--- config.mk ---
export PLATFORM = sky130hd
export DESIGN_NAME = aes_round_sequencer
export DESIGN_NICKNAME = d
export VERILOG_FILES = /design/src/rtl/aes_pkg.sv /design/src/rtl/aes_round_sequencer_mux3x1.sv /design/src/rtl/aes_round_sequencer.sv
export SDC_FILE = /design/constraint.sdc
export NUM_CORES = 1
export LEC_CHECK = 0
export CORE_AREA = 2 2 254 256
export CTS_BUF_LIST = sky130_fd_sc_hd__clkbuf_8
export DETAILED_ROUTE_END_ITERATION = 10
export DIE_AREA = 0 0 256 258
export HOLD_SLACK_MARGIN = 0.03
export PLACE_DENSITY = 0.51
export SLEW_MARGIN = 20
export SYNTH_ARGS = -nofsm -noshare
export SYNTH_HDL_FRONTEND = slang
export SYNTH_HIERARCHICAL = 1
export SYNTH_SLANG_ARGS = --single-unit
--- constraint.sdc ---
create_clock -name clk -period 1.6 [get_ports clk]
set_input_delay 0.24 -clock clk [delete_from_list [all_inputs] [get_ports clk]]
set_output_delay 0.24 -clock clk [all_outputs]
set_load 0.01 [all_outputs]
--- src/rtl/aes_pkg.sv ---
// rtl/aes_pkg.sv - shared FSM encoding, mux select codes and round-count constants for the AES round sequencer
package aes_pkg;

    typedef enum logic [1:0] {
        ST_IDLE  = 2'b00,
        ST_ROUND = 2'b01,
        ST_FINAL = 2'b10,
        ST_DONE  = 2'b11
    } seq_state_t;

    localparam logic [1:0] SEL_INIT  = 2'b00;
    localparam logic [1:0] SEL_ROUND = 2'b01;
    localparam logic [1:0] SEL_FINAL = 2'b11;

    localparam int NR_128 = 10;
    localparam int NR_192 = 12;
    localparam int NR_256 = 14;

endpackage

--- src/rtl/aes_round_sequencer_mux3x1.sv ---
// rtl/aes_round_sequencer_mux3x1.sv - 3:1 next-state select (init / round / final) for the AES state register
module aes_round_sequencer_mux3x1
    import aes_pkg::*;
#(
    parameter int N = 128
) (
    input  logic [1:0]   i_sel,
    input  logic [N-1:0] i_init,
    input  logic [N-1:0] i_round,
    input  logic [N-1:0] i_final,
    output logic [N-1:0] o_y
);

    // Code 2'b10 is never driven by the sequencer; it falls back to the init leg.
    always_comb begin
        o_y = i_init;
        case (i_sel)
            SEL_ROUND: o_y = i_round;
            SEL_FINAL: o_y = i_final;
            default:   o_y = i_init;
        endcase
    end

endmodule

--- src/rtl/aes_round_sequencer.sv ---
// rtl/aes_round_sequencer.sv - AES iterative round sequencer and state register; AES_SEQ_BACK2BACK_EN lets DONE hand off directly to a new block
module aes_round_sequencer
    import aes_pkg::*;
#(
    parameter int N  = 128,
    parameter int NR = NR_128
) (
    input  logic         clk,
    input  logic         rst,
    input  logic         in_valid,
    output logic         in_ready,
    input  logic [N-1:0] in_data,
    input  logic [N-1:0] round_data,
    input  logic [N-1:0] final_data,
    output logic [N-1:0] state_q,
    output logic [1:0]   sel,
    output logic [3:0]   round_idx,
    output logic         busy,
    output logic         out_valid,
    input  logic         out_ready,
    output logic [N-1:0] out_data
);

    localparam logic [3:0] LP_LAST_ROUND = 4'(NR - 1);

    seq_state_t   r_state;
    seq_state_t   w_state_nxt;
    logic [N-1:0] r_state_q;
    logic [N-1:0] w_mux_out;
    logic [3:0]   r_round_idx;
    logic [3:0]   w_round_idx_nxt;
    logic [1:0]   w_sel;
    logic         w_load;
    logic         w_in_ready;

    always_comb begin
        w_state_nxt     = r_state;
        w_round_idx_nxt = r_round_idx;
        w_sel           = SEL_INIT;
        w_load          = 1'b0;
        w_in_ready      = 1'b0;
        case (r_state)
            ST_IDLE: begin
                w_in_ready = 1'b1;
                if (in_valid) begin
                    w_load          = 1'b1;
                    w_round_idx_nxt = 4'd1;
                    w_state_nxt     = ST_ROUND;
                end
            end
            ST_ROUND: begin
                w_sel           = SEL_ROUND;
                w_load          = 1'b1;
                w_round_idx_nxt = r_round_idx + 4'd1;
                if (r_round_idx == LP_LAST_ROUND) begin
                    w_state_nxt = ST_FINAL;
                end
            end
            ST_FINAL: begin
                w_sel       = SEL_FINAL;
                w_load      = 1'b1;
                w_state_nxt = ST_DONE;
            end
            ST_DONE: begin
`ifdef AES_SEQ_BACK2BACK_EN
                w_in_ready = out_ready;
`endif
                if (out_ready) begin
                    w_state_nxt     = ST_IDLE;
                    w_round_idx_nxt = 4'd0;
`ifdef AES_SEQ_BACK2BACK_EN
                    // Retire the result and capture the next block on the same edge.
                    if (in_valid) begin
                        w_load          = 1'b1;
                        w_round_idx_nxt = 4'd1;
                        w_state_nxt     = ST_ROUND;
                    end
`endif
                end
            end
            default: w_state_nxt = ST_IDLE;
        endcase
    end

    aes_round_sequencer_mux3x1 #(
        .N(N)
    ) u_mux (
        .i_sel  (w_sel),
        .i_init (in_data),
        .i_round(round_data),
        .i_final(final_data),
        .o_y    (w_mux_out)
    );

    always_ff @(posedge clk) begin
        if (rst) begin
            r_state     <= ST_IDLE;
            r_round_idx <= 4'd0;
            r_state_q   <= '0;
        end else begin
            r_state     <= w_state_nxt;
            r_round_idx <= w_round_idx_nxt;
            if (w_load) begin
                r_state_q <= w_mux_out;
            end
        end
    end

    assign state_q   = r_state_q;
    assign out_data  = r_state_q;
    assign sel       = w_sel;
    assign round_idx = r_round_idx;
    assign in_ready  = w_in_ready;
    assign busy      = (r_state == ST_ROUND) || (r_state == ST_FINAL);
    assign out_valid = (r_state == ST_DONE);

endmodule
# ---- Word-level counts from Yosys, hierarchy flattened
# Index checks and enable logic that the tools add are counted.
dict set report word_totals {
  ff_bits 134
  latch_bits 0
  ram_bits 0
  romBits 0
  output_inout_bits 265
  elab_cells 31
  mem_count 0
}
dict set report classes {
  addsub 1
  multipliers 0
  div 0
  order_cmp 0
  n_eq_ne 9
  shift 0
  muxes 12
  bitwise 0
  reduce_logical 6
}
# operator count
set op_table {}
lappend op_table {{128-bit one-hot mux with 2 select lines} 1}
lappend op_table {{4-bit one-hot mux with 3 select lines} 1}
lappend op_table {{4-bit 2-to-1 mux} 2}
lappend op_table {{2-bit one-hot mux with 4 select lines} 1}
lappend op_table {{2-bit == test (second input constant)} 3}
lappend op_table {{2-bit 2-to-1 mux} 3}
lappend op_table {{3-bit AND reduction} 2}
lappend op_table {{4-bit by 1-bit adder with 4-bit output (second input constant)} 1}
lappend op_table {{2-bit by 1-bit == test with 1-bit output (second input constant)} 2}
lappend op_table {{4-bit == test (second input constant)} 1}
lappend op_table {{2-bit != test (second input constant)} 2}
lappend op_table {{2-bit one-hot mux with 2 select lines} 1}
lappend op_table {{3-bit nonzero test} 1}
lappend op_table {{2-bit zero test} 1}
lappend op_table {{1-bit 2-to-1 mux} 2}
lappend op_table {{2-bit by 1-bit != test with 1-bit output (second input constant)} 1}
lappend op_table {{1-bit one-hot mux with 2 select lines} 1}
lappend op_table {{2-bit OR reduction} 1}
lappend op_table {{1-bit logical OR} 1}

# ---- Depth between registers and ports, before layout
# Gate-level depths: netlist of the first run.
dict set report depth {
  word_depth 4
  mapped_depth 8
  mapped_depth_nobuf 6
}

# ---- Modules after synthesis
# The synthesis of the first run kept the hierarchy.
# module instances cells_per_inst area_each_um2 seq_area_each_um2
set by_module_without_submodules {}
lappend by_module_without_submodules {aes_round_sequencer 1 764 6246.0 2682.6}
lappend by_module_without_submodules {aes_round_sequencer_mux3x1 1 426 2791.4 0.0}

# ---- Worst setup path before layout of the first run
# Ideal clock, no wire load.
dict set report synth_timing {
  path_type {register to register}
  startpoint {reg r_state[0]}
  endpoint {reg r_state_q[110] (netlist: out_data[110])}
  setup_time_ps 70
  arrival_time_ps 1706
  setup_slack_ps -177
  path_stages_with_launch 9
  cell_sequence {dfxtp_1 > inv_1 > ha_1 > buf_4 > clkbuf_1 > nor2_1 > a21oi_1 > nand3_1 > a21oi_1}
}
dict set report synth_between {
  elab_chain_len 4
  elab_cells_between_ends 9
  classes_between {eq/ne: 4; mux: 3; reduce/logical: 2}
}
# item line
set synth_rtl {}
lappend synth_rtl {{from (decl)} aes_round_sequencer.sv:26} ;# seq_state_t r_state;
lappend synth_rtl {{from (signal assigned)} aes_round_sequencer.sv:101} ;# r_state <= w_state_nxt;
lappend synth_rtl {{2-bit == test / 2-bit by 1-bit == test with 1-bit output (equally long branches)} aes_round_sequencer.sv:42} ;# case (r_state)
lappend synth_rtl {{2-bit one-hot mux with 2 select lines *} aes_round_sequencer.sv:42}
lappend synth_rtl {{2-bit == test / 2-bit by 1-bit == test with 1-bit output (equally long branches)} aes_round_sequencer_mux3x1.sv:17} ;# case (i_sel)
lappend synth_rtl {{128-bit one-hot mux with 2 select lines *} aes_round_sequencer_mux3x1.sv:17}
lappend synth_rtl {{named net w_mux_out[110]} aes_round_sequencer.sv:29} ;# logic [N-1:0] w_mux_out;
lappend synth_rtl {{to (signal assigned)} aes_round_sequencer.sv:104} ;# r_state_q <= w_mux_out;
lappend synth_rtl {{to (decl)} aes_round_sequencer.sv:28} ;# logic [N-1:0] r_state_q;
# Mark *: on every way through the listed nets, which the timed path passes. The rest lies on a longest branch.
# A chain may end at the register's enable or synchronous reset.

# ---- Worst setup path after layout of the first run
dict set report layout_timing {
  startpoint {reg r_state[0]}
  endpoint {reg r_state_q[88] (netlist: out_data[88])}
}
dict set report layout_between {
  elab_chain_len 4
  elab_cells_between_ends 9
  classes_between {eq/ne: 4; mux: 3; reduce/logical: 2}
}
# item line
set layout_rtl {}
lappend layout_rtl {{2-bit == test / 2-bit by 1-bit == test with 1-bit output (equally long branches)} aes_round_sequencer.sv:42}
lappend layout_rtl {{2-bit one-hot mux with 2 select lines} aes_round_sequencer.sv:42}
lappend layout_rtl {{2-bit == test / 2-bit by 1-bit == test with 1-bit output (equally long branches)} aes_round_sequencer_mux3x1.sv:17}
lappend layout_rtl {{128-bit one-hot mux with 2 select lines} aes_round_sequencer_mux3x1.sv:17}
# Several ways; a longest one is shown, not always the timed one.

==> flow_metrics.env, run 1 <==
export IMPL_cts_htree_levels=4
export IMPL_async_reset_ff_share_pct=0
export IMPL_synthSimpleGateAreaFrac_pct=13.5
export IMPL_path_max_fanout=8
export IMPL_clkTransAtPathRegs_ns=0.09
export IMPL_leakage_uw=0.00775
export IMPL_fin_setup_tns_ns=-17.68
export IMPL_synth_compound_area_share_pct=22.4
export IMPL_synth_mux_area_share_pct=14.5
export IMPL_worst_setup_path_type="reg -> reg"
export IMPL_antenna_found_initial=1
export IMPL_slew_viol_final=0
export IMPL_violations="negative setup slack"
export IMPL_ff_latch_area_um2=2750
export IMPL_synth_warnings=6
export IMPL_synth_top_family_by_area="compound AO/OA/AOI/OAI gates"
export IMPL_synth_seq_cells=134
export IMPL_via_per_inst=4.21
export IMPL_layout_nets=2179
export IMPL_max_freq_mhz=549
export IMPL_yosysUniqueCellTypes=32
export IMPL_core_region_area_um2=63600
export IMPL_dr_total_vias=11200
export IMPL_gp_congestion=0.869
export IMPL_die_area_um2=66000
export IMPL_drtIter0Drc=483
export IMPL_grt_setup_unrepaired="true"
export IMPL_max_slew_margin_rel_pct=72.2
export IMPL_syn_avg_cell_area_um2=7.59
export IMPL_cts_sinks=134
export IMPL_synthesis_area_um2=9040
export IMPL_hold_path_class="in -> reg"
export IMPL_hold_viol=0
export IMPL_mostFrequentLayoutCell="clkdlybuf4s50_1"
export IMPL_mostFrequentLayoutCells="386 x clkdlybuf4s50_1, 252 x dlygate4sd2_1, 158 x a21oi_1"
export IMPL_area_delta_synth_final_pct=111
export IMPL_overflow=0
export IMPL_multi_input_area_um2=5810
export IMPL_finish_utilization_pct=29.9
export IMPL_fillers=6807
export IMPL_grt_max_degree=58
export IMPL_synthAdderAreaFrac_pct=1.11
export IMPL_die_h_um=258
export IMPL_grt_usage_pct=14.5
export IMPL_setup_viol=137
export IMPL_skew_ns=0.0107
export IMPL_synth_xor_area_share_pct=0.0969
export IMPL_clock_latency_ns=0.53
export IMPL_ys_seq_area_share_pct=29.7
export IMPL_synth_edf_count=0
export IMPL_initial_core_util_pct=14.2
export IMPL_worst_slack_ns=-0.223
export IMPL_first_pass_iters=5
export IMPL_period_needed_ns=1.82
export IMPL_worstSetupEndpointType="register"
export IMPL_worst_pin_slew_ns=0.417
export IMPL_yosys_most_used_dff="dfxtp_1"
export IMPL_place_hpwl_um=33400
export IMPL_ios=653
export IMPL_dp_slack_ns=-0.246
export IMPL_cts_tree="done"
export IMPL_clock_path_buffers=2
export IMPL_ant_nets=0
export IMPL_placed_area_um2=15900
export IMPL_start_kind="register"
export IMPL_std_cell_rows=93
export IMPL_wl_um=54800
export IMPL_cts_root_buf="clkbuf_8"
export IMPL_power_density_nw_per_um2=1980
export IMPL_die_w_um=256
export IMPL_finalCritPeriodShare_pct=114
export IMPL_grt_pass1_wl_um=71000
export IMPL_fin_area_um2=19100
export IMPL_status="finished with violations"
export IMPL_syn_nets=1586
export IMPL_numCtsBuffers=17
export IMPL_syn_inst=1190
export IMPL_drc=0
export IMPL_grt_pass1_vias=11000
export IMPL_maxCapViolCount=0
export IMPL_ir_drop_mv=0.775
export IMPL_drive_gt1_share_pct=25.4
export IMPL_port_buffers=652
export IMPL_cp_arrival_ns=2.22
export IMPL_crit_required_ns=2.00
export IMPL_drt_wirelength_per_cell_um=20.6
final cells by class:
cell class              instances  share of cell area, %
flip-flops and latches        134                   14.4
clock buffers                  17                   1.23
inverters                       6                  0.144
well taps                     855                   5.61
diodes                          1                 0.0131
multi-input cells             808                   30.5
repair buffers                816                   47.0
clock inverters                15                   1.12
per-layer routing:
metal  vias to the layer above  global-route usage, %  share of wire, %
li1                       5267                      -                 -
met1                      5383                   16.7                41
met2                       433                   26.5                52
met3                        70                   2.96               4.7
met4                         0                   5.07               2.6
met5                         -                      0                 0
per-stage QoR:
step | hold slack (ns) | instances | total power, uW
2_1_floorplan | 0.487 | 1190 | 16600
3_3_place_gp | 0.486 | 2533 | 23600
3_5_place_dp | 0.492 | 2533 | 23800
4_1_cts | 0.287 | 2616 | 33000
5_1_grt | 0.357 | 2652 | 40000
6_report | 0.367 | 2652 | 37800
kinds of logic (layout without fill, tap and decap cells):
kind of cell / Yosys count / count (layout)
adders and majority gates: 8 / 8
muxes: 131 / 131
AOI/OAI and AO/OA: 398 / 398
other: 0 / 1
buffers and inverters: 248 / 854
xor gates and xnor gates: 1 / 1
DFF: 134 / 134
and+or+nand+nor: 270 / 270
cells in the mapped netlist (2+ instances only):
| cell type | n | area share [%] |
|---|---|---|
| o21ai_0 | 127 | 7.0 |
| o21ai_1 | 3 | 0.17 |
| nand2b_1 | 3 | 0.21 |
| o31ai_1 | 3 | 0.25 |
| ha_1 | 8 | 1.1 |
| a21oi_1 | 259 | 14 |
| dfxtp_1 | 134 | 30 |
| buf_2 | 37 | 2.0 |
| nor2b_1 | 4 | 0.28 |
| buf_6 | 2 | 0.25 |
| inv_1 | 6 | 0.25 |
| buf_4 | 131 | 11 |
| nor2_1 | 128 | 5.3 |
| clkbuf_1 | 57 | 2.4 |
| nand3_1 | 130 | 7.2 |
| mux2i_1 | 130 | 14 |
| buf_12 | 13 | 2.9 |
final timing paths:
| check | start | end | slack, ns | cells after the start |
|---|---|---|---|---|
| min reg2reg | out_data[2] | out_data[2] | 0.49 | 2 |
| max | r_state[0] | out_data[88] | -0.22 | 9 |
| max reg2reg | r_state[0] | out_data[88] | -0.22 | 9 |
| min | in_data[15] | out_data[15] | 0.37 | 5 |
critical path, cell delays in order, from the launching register on:
cell,delay (ns)
dfxtp_2,0.36
inv_4,0.05
ha_4,0.27
buf_6,0.13
a21o_4,0.20
buf_12,0.14
buf_16,0.16
clkbuf_16,0.20
nand3_1,0.09
a21oi_1,0.06
repair_timing:
action	in CTS	in global routing
endpoints found under the hold margin	11	0
pin swaps	42	114
setup buffers	23	22
resized for setup	488	277
setup endpoints to repair	395	142
gates cloned	27	21
hold buffers	1	0
registers in the layout, indices dropped and copies added (netlist names):
name,cells
out_data,128
round_idx,4
r_state,2
report_power, final:
part           internal, uW  switching (uW)  total [uW]
Sequential             4530            1090        5620
Combinational         14400           14400       28800
Clock                  1830            1550        3380
Total                 20700           17000       37800
(Power assumes the default switching activity.)
==> run 2: changes to the inputs <==
--- a/config.mk
+++ b/config.mk
@@ -5,12 +5,12 @@
 export SDC_FILE = /design/constraint.sdc
 export NUM_CORES = 1
 export LEC_CHECK = 0
-export CORE_AREA = 2 2 254 256
+export CORE_AREA = 4 4 249 251
 export CTS_BUF_LIST = sky130_fd_sc_hd__clkbuf_8
 export DETAILED_ROUTE_END_ITERATION = 10
-export DIE_AREA = 0 0 256 258
+export DIE_AREA = 0 0 253 255
 export HOLD_SLACK_MARGIN = 0.03
-export PLACE_DENSITY = 0.51
+export PLACE_DENSITY = 0.53
 export SLEW_MARGIN = 20
 export SYNTH_ARGS = -nofsm -noshare
 export SYNTH_HDL_FRONTEND = slang
==> flow_metrics.env, run 2 (synthesis gave the netlist of run 1 again) <==
export IMPL_status="finished with violations"
export IMPL_violations="negative setup slack"
export IMPL_worst_setup_path_type="reg -> reg"
export IMPL_wl_um=54400
export IMPL_area_delta_synth_final_pct=99.3
export IMPL_crit_chain="inv_4 -> ha_4 -> buf_12 -> buf_6 -> a21o_4 -> buf_12 -> clkbuf_16 -> nand3_2 -> a21oi_1"
export IMPL_drtIter0Drc=514
export IMPL_die_area_um2=64500
export IMPL_ios=653
export IMPL_path_delay_family="buffers and inverters"
export IMPL_cts_sinks=134
export IMPL_path_buf_inv=5
export IMPL_layout_nets=2165
export IMPL_slew_viol_final=0
export IMPL_grt_max_degree=70
export IMPL_skew_ns=0.0124
export IMPL_dr_wl_met3_um=3130
export IMPL_dp_slack_ns=-0.347
export IMPL_fin_area_um2=18000
export IMPL_first_pass_iters=5
export IMPL_finalCritPeriodShare_pct=112
export IMPL_port_buffers=652
export IMPL_period_needed_ns=1.79
export IMPL_dr_total_vias=11100
export IMPL_worst_pin_slew_ns=0.409
export IMPL_numCtsBuffers=17
export IMPL_overflow=0
export IMPL_drive_gt1_share_pct=21.7
export IMPL_cts_tree="done"
export IMPL_slowest_stage="dfxtp_4"
export IMPL_path_max_fanout=7
export IMPL_max_stage_delay_ns=0.37
export IMPL_maxCapViolCount=0
export IMPL_cp_arrival_ns=2.18
export IMPL_std_cell_rows=90
export IMPL_max_freq_mhz=558
export IMPL_via_per_inst=4.31
export IMPL_ir_drop_mv=0.800
export IMPL_max_slew_margin_rel_pct=72.7
export IMPL_gp_congestion=0.855
export IMPL_place_hpwl_um=36000
export IMPL_cp_common_cell="buf_12"
export IMPL_grt_pass1_wl_um=65400
export IMPL_cts_root_buf="clkbuf_8"
export IMPL_clkTransAtPathRegs_ns=0.08
export IMPL_placed_area_um2=15800
export IMPL_setup_viol=132
export IMPL_clock_path_buffers=2
export IMPL_drt_wirelength_per_cell_um=21.2
export IMPL_ant_nets=0
export IMPL_start_kind="register"
export IMPL_die_w_um=253
export IMPL_crit_required_ns=1.99
export IMPL_mostFrequentLayoutCell="clkdlybuf4s50_1"
export IMPL_met2WireLength_um=27600
export IMPL_worstSetupEndpointType="register"
export IMPL_wl_met1_um=22500
export IMPL_hold_path_class="in -> reg"
export IMPL_fillers=6455
export IMPL_largest_reg_flops=128
export IMPL_worst_slack_ns=-0.191
export IMPL_antenna_found_initial=2
export IMPL_power_density_nw_per_um2=1870
export IMPL_mostFrequentLayoutCells="386 x clkdlybuf4s50_1, 245 x dlygate4sd2_1, 196 x a21oi_1"
export IMPL_leakage_uw=0.00747
export IMPL_timing_reg2reg_setup_slack_ns=-0.19
export IMPL_grt_pass1_vias=10800
export IMPL_grt_setup_unrepaired="true"
export IMPL_hold_viol=0
export IMPL_dr_max_layer_used="met4"
export IMPL_initial_core_util_pct=15.1
export IMPL_clock_latency_ns=0.52
export IMPL_die_h_um=255
export IMPL_drc=0
export IMPL_cts_htree_levels=4
export IMPL_grt_usage_pct=13.3
export IMPL_core_region_area_um2=59900
==> run 2: cell count changes in the layout (fill, tap and decap cells not counted), moves of 10 or more <==
cell	change
o21ai_2	-15
buf_6	+17
nand3_1	-17
a21oi_1	+38
o21ai_0	+66
nand3_2	+21
nor2_1	+10
a21oi_2	-41
buf_16	-24
dfxtp_2	-12
o21ai_1	-51
==> run 2: final cells by class <==
class,count,area [um2],share of cell area (%)
repair buffers,802,8330,46.3
multi-input cells,808,5520,30.7
flip-flops and latches,134,2740,15.2
well taps,782,978,5.43
clock buffers,21,289,1.61
clock inverters,11,98.8,0.549
inverters,6,37.5,0.208
diodes,2,5.00,0.0278
==> run 2: power breakdown <==
| part | total (uW) | internal (uW) | switching [uW] | leakage (uW) |
|---|---|---|---|---|
| logic | 25200 | 12200 | 13000 | 0.00615 |
| registers | 5560 | 4530 | 1030 | 0.00112 |
| clock network | 2910 | 1390 | 1530 | 0.000200 |
==> run 2: worst min-delay path: stages <==
cell	delay (ns)
clkdlybuf4s50_1	0.39
nor2_1	0.08
a21oi_1	0.05
nand3_1	0.06
a21oi_1	0.05
==> run 2: layer usage <==
| layer | vias to the layer above | global-route usage [%] |
|---|---|---|
| met5 | - | 0 |
| met4 | 0 | 4.41 |
| met3 | 52 | 3.36 |
| met2 | 472 | 23.6 |
| met1 | 5305 | 15.6 |
| li1 | 5233 | - |
==> run 2: what timing repair did <==
action / CTS / global route
pin swaps: 3 / 34
cloned: 3 / 29
endpoints found under the hold margin: 8 / 0
setup buffers: 9 / 16
gates resized for setup: 378 / 228
endpoints found under the setup margin: 394 / 147
hold buffers: 1 / 0
==> run 2: worst paths after layout <==
path / from / to / cells after the start
worst min register to register: out_data[88] / out_data[88] / 2
worst max register to register: r_state[0] / out_data[54] / 9
worst max-delay path: r_state[0] / out_data[54] / 9
worst min-delay path: in_data[100] / out_data[100] / 5
==> run 2: through the flow <==
step	total power (uW)	hold slack, ns	setup TNS (ns)	utilization (%)	std cells
after floorplan	16600	0.487	-0.00907	-	1190
after global routing	35900	0.345	-25.77	30.1	2565
after global placement	24400	0.485	-8.37	26.4	2474
after CTS	27400	0.301	-20.28	27.2	2519
after detailed placement	24600	0.496	-14.14	26.4	2474
final	33700	0.383	-18.61	30.1	2566
